==> src/rtl/corefifo_wr_ptr_gray_enc_if.sv <==
// Write-side pointer bus of the async COREFIFO: write request and incoming read
// pointer in, RAM address, write pointers and status out.
interface corefifo_wr_ptr_gray_enc_if #(
  parameter int ADDRWIDTH = 3
);
  logic                 wr_en;
  logic [ADDRWIDTH:0]   rd_gray_in;
  logic [ADDRWIDTH-1:0] wr_addr;
  logic [ADDRWIDTH:0]   wr_bin;
  logic [ADDRWIDTH:0]   wr_gray_out;
  logic                 full;
  logic                 wr_ack;
  logic                 overflow;
  logic [ADDRWIDTH:0]   wr_count;

  modport master (
    output wr_en, rd_gray_in,
    input  wr_addr, wr_bin, wr_gray_out, full, wr_ack, overflow, wr_count
  );

  modport slave (
    input  wr_en, rd_gray_in,
    output wr_addr, wr_bin, wr_gray_out, full, wr_ack, overflow, wr_count
  );
endinterface

==> src/rtl/corefifo_wr_ptr_gray_enc.sv <==
// Write-domain pointer logic for the async COREFIFO: binary/Gray write pointer,
// read-pointer synchroniser, and full / overflow / fill count derived from it.
module corefifo_wr_ptr_gray_enc #(
  parameter int ADDRWIDTH   = 3,
  parameter int SYNC_STAGES = 2
) (
  input logic                      clk,
  input logic                      reset,
  corefifo_wr_ptr_gray_enc_if.slave bus
);
  localparam int PW = ADDRWIDTH + 1;

  logic [PW-1:0] r_wr_bin;
  logic [PW-1:0] r_wr_gray;
  logic [PW-1:0] r_wr_count;
  logic          r_full;
  logic          r_wr_ack;
  logic          r_overflow;
  logic [PW-1:0] r_sync [SYNC_STAGES];

  logic          w_accept;
  logic [PW-1:0] w_bin_nxt;
  logic [PW-1:0] w_gray_nxt;
  logic [PW-1:0] w_rq;
  logic [PW-1:0] w_rbin;
  logic [PW-1:0] w_full_gray;

  assign w_accept   = bus.wr_en && !r_full;
  assign w_bin_nxt  = r_wr_bin + PW'(w_accept);
  assign w_gray_nxt = w_bin_nxt ^ (w_bin_nxt >> 1);
  assign w_rq       = r_sync[SYNC_STAGES-1];
  // Write pointer one full lap ahead of the read pointer: top two Gray bits inverted.
  assign w_full_gray = {~w_rq[PW-1:PW-2], w_rq[PW-3:0]};

  always_comb begin
    // NOTE: default first so every bit is assigned on every pass; no latch inferred.
    w_rbin = '0;
    for (int i = 0; i < PW; i++) begin
      w_rbin[i] = ^(w_rq >> i);
    end
  end

  always_ff @(posedge clk) begin
    if (reset) begin
      r_wr_bin   <= '0;
      r_wr_gray  <= '0;
      r_wr_count <= '0;
      r_full     <= 1'b0;
      r_wr_ack   <= 1'b0;
      r_overflow <= 1'b0;
      // NOTE: the sync chain is cleared too, so a stale read pointer cannot leak into the count after reset.
      for (int i = 0; i < SYNC_STAGES; i++) begin
        r_sync[i] <= '0;
      end
    end else begin
      // NOTE: non-blocking assignments so every register samples pre-edge values.
      r_sync[0] <= bus.rd_gray_in;
      for (int i = 1; i < SYNC_STAGES; i++) begin
        r_sync[i] <= r_sync[i-1];
      end
      r_wr_bin   <= w_bin_nxt;
      r_wr_gray  <= w_gray_nxt;
      r_full     <= (w_gray_nxt == w_full_gray);
      r_wr_count <= w_bin_nxt - w_rbin;
      r_wr_ack   <= w_accept;
      r_overflow <= bus.wr_en && r_full;
    end
  end

  assign bus.wr_addr     = r_wr_bin[ADDRWIDTH-1:0];
  assign bus.wr_bin      = r_wr_bin;
  assign bus.wr_gray_out = r_wr_gray;
  assign bus.full        = r_full;
  assign bus.wr_ack      = r_wr_ack;
  assign bus.overflow    = r_overflow;
  assign bus.wr_count    = r_wr_count;
endmodule
==> src/flat_wrapper.sv <==
// flat-port wrapper written by rule: the top's interface ports become plain ports
module corefifo_wr_ptr_gray_enc_flat 
#(
  parameter int ADDRWIDTH   = 3,
  parameter int SYNC_STAGES = 2
)
  (clk, reset, bus_wr_en, bus_rd_gray_in, bus_wr_addr, bus_wr_bin, bus_wr_gray_out, bus_full, bus_wr_ack, bus_overflow, bus_wr_count);
  corefifo_wr_ptr_gray_enc_if #(.ADDRWIDTH(ADDRWIDTH)) bus_i ();
  input logic clk;
  input logic reset;
  input wire logic [$bits(bus_i.wr_en)-1:0] bus_wr_en;
  input wire logic [$bits(bus_i.rd_gray_in)-1:0] bus_rd_gray_in;
  output wire logic [$bits(bus_i.wr_addr)-1:0] bus_wr_addr;
  output wire logic [$bits(bus_i.wr_bin)-1:0] bus_wr_bin;
  output wire logic [$bits(bus_i.wr_gray_out)-1:0] bus_wr_gray_out;
  output wire logic [$bits(bus_i.full)-1:0] bus_full;
  output wire logic [$bits(bus_i.wr_ack)-1:0] bus_wr_ack;
  output wire logic [$bits(bus_i.overflow)-1:0] bus_overflow;
  output wire logic [$bits(bus_i.wr_count)-1:0] bus_wr_count;
  assign bus_i.wr_en = bus_wr_en;
  assign bus_i.rd_gray_in = bus_rd_gray_in;
  assign bus_wr_addr = bus_i.wr_addr;
  assign bus_wr_bin = bus_i.wr_bin;
  assign bus_wr_gray_out = bus_i.wr_gray_out;
  assign bus_full = bus_i.full;
  assign bus_wr_ack = bus_i.wr_ack;
  assign bus_overflow = bus_i.overflow;
  assign bus_wr_count = bus_i.wr_count;
  corefifo_wr_ptr_gray_enc #(.ADDRWIDTH(ADDRWIDTH), .SYNC_STAGES(SYNC_STAGES)) u_core (.clk(clk), .reset(reset), .bus(bus_i));
endmodule
==> config.mk <==
export PLATFORM = sky130hd
export DESIGN_NAME = corefifo_wr_ptr_gray_enc_flat
export DESIGN_NICKNAME = d
export VERILOG_FILES = /design/src/rtl/corefifo_wr_ptr_gray_enc_if.sv /design/src/rtl/corefifo_wr_ptr_gray_enc.sv /design/src/flat_wrapper.sv
export SDC_FILE = /design/constraint.sdc
export NUM_CORES = 1
export LEC_CHECK = 0
export BUFFER_PORTS_ARGS = -buffer_cell sky130_fd_sc_hd__buf_4
export CORE_MARGIN = 4
export CORE_UTILIZATION = 53
export CTS_BUF_LIST = sky130_fd_sc_hd__clkbuf_8
export DETAILED_ROUTE_END_ITERATION = 8
export PLACE_DENSITY_LB_ADDON = 0.25
export SLEW_MARGIN = 20
export SYNTH_ARGS = -nofsm -noshare
export SYNTH_HDL_FRONTEND = slang
export SYNTH_SLANG_ARGS = --single-unit
==> constraint.sdc <==
create_clock -name clk -period 2.8 [get_ports clk]
set_input_delay 0.7 -clock clk [delete_from_list [all_inputs] [get_ports clk]]
set_output_delay 0.7 -clock clk [all_outputs]
set_load 0.02 [all_outputs]
---- Word-level counts from Yosys, hierarchy flattened ----
Memories as Yosys holds them, arrays and structs flattened.
Index checks and enable logic that the tools add are counted.
word-level totals
  register bits ........................... 15
  bits in latches ......................... 0
  RAM bits ................................ 8
  ROM bits ................................ 0
  output and inout port bits .............. 18
  memories kept ........................... 1
memories
  memory         words  width  rd ports  clocked after Yosys merged registers in  wr ports  RTL line                        source
  u_core.r_sync  2      4      2         0                                        2         corefifo_wr_ptr_gray_enc.sv:19  logic [PW-1:0] r_sync [SYNC_STAGES];
cells by class
  add/sub/neg operators ................... 2
  multiply operators ...................... 0
  div/mod/pow operators ................... 0
  magnitude comparators ................... 0
  equal/unequal tests ..................... 1
  shifts and indexed selects .............. 0
  muxes and demuxes ....................... 5
  bitwise operators ....................... 4
  reductions and logical operators ........ 7
operators with widths
  operator           number
  $reduce_xor 4->1   4
  $mux 4             2
  $add 4x1->4        1
  $eq 4x4->1         1
  $sub 4x4->4        1
  $xor 4x3->4        1
  $mux 1             3
  $logic_and 1x1->1  2
  $not 2->2          1
  $or 1x1->1         2
  $logic_not 1->1    1

---- Depth between registers and ports, before layout ----
  depth in word-level cells ............... 5
  mapped depth ............................ 8
  mapped depth without buffers ............ 8

---- Worst setup path after synthesis ----
Ideal clock, no wire load.
  kind .................................... input port to flip-flop
  from .................................... in bus_wr_en
  to ...................................... reg u_core.r_wr_count[2], in the netlist u_core.bus.wr_count[2]
  library setup time ...................... 121 ps
  arrival ................................. 2,415 ps
  data required time ...................... 2,679 ps
  setup slack ............................. 265 ps
  cell stages on the path ................. 8
  buffers on the path ..................... 1
  cell sequence ........................... nor2b_1 > ha_1 > ha_1 > clkbuf_1 > xor2_1 > ha_1 > mux2i_1 > mux2_2
on the way
  cells in the longest elaborated chain, start to end .. 3
RTL lines
  element                  RTL line                        source
  from (decl)              flat_wrapper.sv:11              input wire logic [$bits(bus_i.wr_en)-1:0] bus_wr_en;
  $logic_and 1x1->1        corefifo_wr_ptr_gray_enc.sv:28  assign w_accept = bus.wr_en && !r_full;
  $add 4x1->4              corefifo_wr_ptr_gray_enc.sv:29  assign w_bin_nxt = r_wr_bin + PW'(w_accept);
  net u_core.w_bin_nxt[1]  corefifo_wr_ptr_gray_enc.sv:22  logic [PW-1:0] w_bin_nxt;
  $sub 4x4->4              corefifo_wr_ptr_gray_enc.sv:64  r_wr_count <= w_bin_nxt - w_rbin;
  to (signal assigned)     corefifo_wr_ptr_gray_enc.sv:64
  to (decl)                corefifo_wr_ptr_gray_enc.sv:15  logic [PW-1:0] r_wr_count;
The timed path passes the listed nets, and every way through them passes these cells.
A chain may end at the register's enable or synchronous reset.

---- Final worst setup path ----
  from .................................... in bus_wr_en
  to ...................................... reg u_core.r_wr_count[2], in the netlist u_core.bus.wr_count[2]
on the way
  cells in the longest elaborated chain, start to end .. 3
RTL lines
  element                  RTL line                        source
  $logic_and 1x1->1        corefifo_wr_ptr_gray_enc.sv:28
  net u_core.w_accept      corefifo_wr_ptr_gray_enc.sv:21  logic w_accept;
  $add 4x1->4              corefifo_wr_ptr_gray_enc.sv:29
  net u_core.w_bin_nxt[1]  corefifo_wr_ptr_gray_enc.sv:22
  $sub 4x4->4              corefifo_wr_ptr_gray_enc.sv:64
The timed path passes the listed nets, and every way through them passes these cells.

==> out/metrics.yaml <==
run_status:
  status: "complete, no violations"
floorplan:
  core_area_sq_um: 1580
  die_w_um: 49.8
  die_area_sq_um: 2480
  fp-row-count: 14
  start_util_pct: 58.7
  io_pins: 25
  die_h_um: 49.8
global_routing:
  grt_overflow: 0
  antenna_found_initial: 0
  grt_max_degree: 24
  grt_pass1_vias: 669
  grt_first_pass_wirelength_um: 2740
  track_usage_pct: 14.8
timing:
  worst_slew_pin_slew_ps: 388
  worst_slack_ps: 404
  setup_violations: 0
  skew_ps: 0.932
  setup_tns_ps: 0
  fin_crit_sh_pct: 85.6
  fmax_ghz: 0.417
  min_period_ps: 2400
  hold_violations: 0
  relSlewSlack_pct: 74.0
  final_max_slew_viol_count: 0
  whs_ps: 440
  rsz0062_at_grt: "false"
final_layout:
  area_delta_synth_final_pct: 21.6
  design_area_sq_um: 1130
  drive_gt1_share_pct: 29.1
  antennaDiodeCount: 0
  layout_commonest_cell: "buf_4"
  fin_cells: 126
  final_core_util_pct: 71.4
  fin_nets: 123
  layout_common_cells: "24 x buf_4, 22 x dfxtp_1, 12 x nor2b_1, 10 x nor2_1, 8 x xnor2_1"
cts:
  cts_hold_buf: 0
  numCtsBuffers: 3
  htree_levels: 1
  cts_tree: "yes"
  cts.sinks: 22
  clock_latency_ps: 250
  cts.clk_slew.worst_paths_ps: 70
  postCtsResizedCells: 0
  cts_setup_buffers: 0
  root_buffer: "clkbuf_8"
  max-clock-path-buffers: 2
logic_synthesis:
  synth_warnings: 0
  syn_area_sq_um: 926
  synthCells: 90
  ys_ff_latch: 22
  synthesis.nets: 101
  synth_top_cell_area_share_pct: 47.6
  synth_cell_type_count: 23
  yosysSeqAreaShare_pct: 47.6
  synth_top_area_cell: "dfxtp_1"
  syn_avg_cell_area_sq_um: 10.3
  synth_area_leaders: "dfxtp_1 48%, nor2b_1 8.1%, xnor2_1 7.6%, ha_1 5.4%, xor2_1 4.7%"
placed_design:
  dp_hpwl_um: 1160
  dpl_worst_slack_ps: 120
  place_congestion: 0.729
  dp_cells: 123
  port-buffer-count: 24
  placed_cell_area_sq_um: 1080
critical_path:
  timing_worst_setup_path_type: "in -> reg"
  timing.rr.start: "u_core.r_sync[0][7]"
  cp_top_family: "adder cells"
  r2r_end: "u_core.bus.wr_count[3]"
  path_max_fanout: 11
  startpoint_type: "input port"
  slowest_delay_ps: 490
  reg2reg_depth: 8
  end_kind: "flip-flop"
  startpoint: "bus_wr_en"
  r2r_slack_ps: 410
  crit_end: "u_core.bus.wr_count[2]"
  arrival_ps: 2540
  crit_buf_inv: 1
  worstSetupPathDepth: 8
  cp_cell_sequence: "buf_4, nor2b_1, ha_1, ha_1, xor2_1, ha_1, mux2i_1, mux2_2"
  cp.required_ps: 2950
  crit_top_cell: "ha_1"
  crit_slowest_cell: "ha_1"
pwr:
  power.internal_mw: 0.510
  power_leakage_nw: 0.508
  clkPwrFrac_pct: 26.9
  p_seq_share_pct: 50.3
  netSwitchingFraction_pct: 26.4
  pwr-share-comb_pct: 22.8
  power_density_nw_per_um2: 615
  p_switching_mw: 0.183
  totalPowerFinal_mw: 0.692
  peakVddDrop_v: 0.000382
drt:
  drt_iter0_markers: 1
  firstDrtPassIters: 3
  routed_wl_um: 1530
  vias_per_cell: 5.06
  drtAntennaViolNets: 0
  drc: 0
  post_drt_wl_per_cell_um: 12.1
  vias: 637
min_path:
  hp-class: "reg -> reg"
  hold_depth: 1
job:
  cap_violations: 0
==> registers in the layout, indices dropped and copies added, names as in the netlist <==
name	count
u_core.bus.wr_count	4
u_core.r_sync	8
u_core.bus.full	1
u_core.bus.overflow	1
u_core.bus.wr_gray_out	4
u_core.bus.wr_ack	1
u_core.bus.wr_bin	3
==> cell usage after synthesis <==
cell,n
a221oi_2,1
and2_1,1
and3b_1,1
nor2_1,10
nand2b_1,1
clkbuf_1,3
or3_1,2
xor2_1,5
nor3b_1,1
inv_1,2
ha_1,4
mux2i_1,1
nand2_1,1
xnor2_2,1
o21ai_0,2
nor2b_1,12
nand3_1,3
dfxtp_1,22
buf_4,4
maj3_1,1
xnor2_1,8
mux2_2,3
nor3_1,1
==> logic make-up after synthesis <==
group                    count (synthesis)  synth area share [%]
flip-flops                              22                  47.6
AND/OR/NAND/NOR                         33                  19.2
AO/OA/AOI/OAI                            3                  2.70
XOR/XNOR                                14                  14.1
adder cells (fa/ha/maj)                  5                  6.49
multiplexers                             4                  4.73
buffers and inverters                    9                  5.27
==> worst min path at each step <==
stage,from,to
after global placement,u_core.r_sync[0][1],u_core.r_sync[0][5]
final,u_core.r_sync[0][2],u_core.r_sync[0][6]
after floorplan,u_core.r_sync[0][0],u_core.r_sync[0][4]
after CTS,u_core.r_sync[0][2],u_core.r_sync[0][6]
after detailed placement,u_core.r_sync[0][2],u_core.r_sync[0][6]
after global routing,u_core.r_sync[0][2],u_core.r_sync[0][6]
==> final cells by class <==
class / count / area, sq um
Clock buffer: 3 / 41.3
Fill cell: 124 / 450
Inverter: 2 / 7.51
Multi-Input combinational cell: 59 / 437
Sequential cell: 22 / 440
Tap cell: 16 / 20.0
Timing Repair Buffer: 24 / 180
==> power by group through the flow <==
stage / Clock [mW] / Sequential [mW] / Combinational, mW
detailed placement: 0 / 0.355 / 0.159
global route: 0.209 / 0.351 / 0.174
floorplan: 0 / 0.377 / 0.0858
CTS: 0.193 / 0.348 / 0.161
global placement: 0 / 0.354 / 0.155
finish: 0.186 / 0.348 / 0.158
==> layer usage <==
| layer | global-route usage [%] | up-vias | routed length, um |
|---|---|---|---|
| met5 | 0 | - | 0 |
| met4 | 10.6 | 0 | 77 |
| met3 | 5.12 | 9 | 122 |
| met2 | 26.0 | 24 | 738 |
| met1 | 14.1 | 281 | 592 |
| li1 | - | 323 | - |
(Power assumes the default switching activity.)
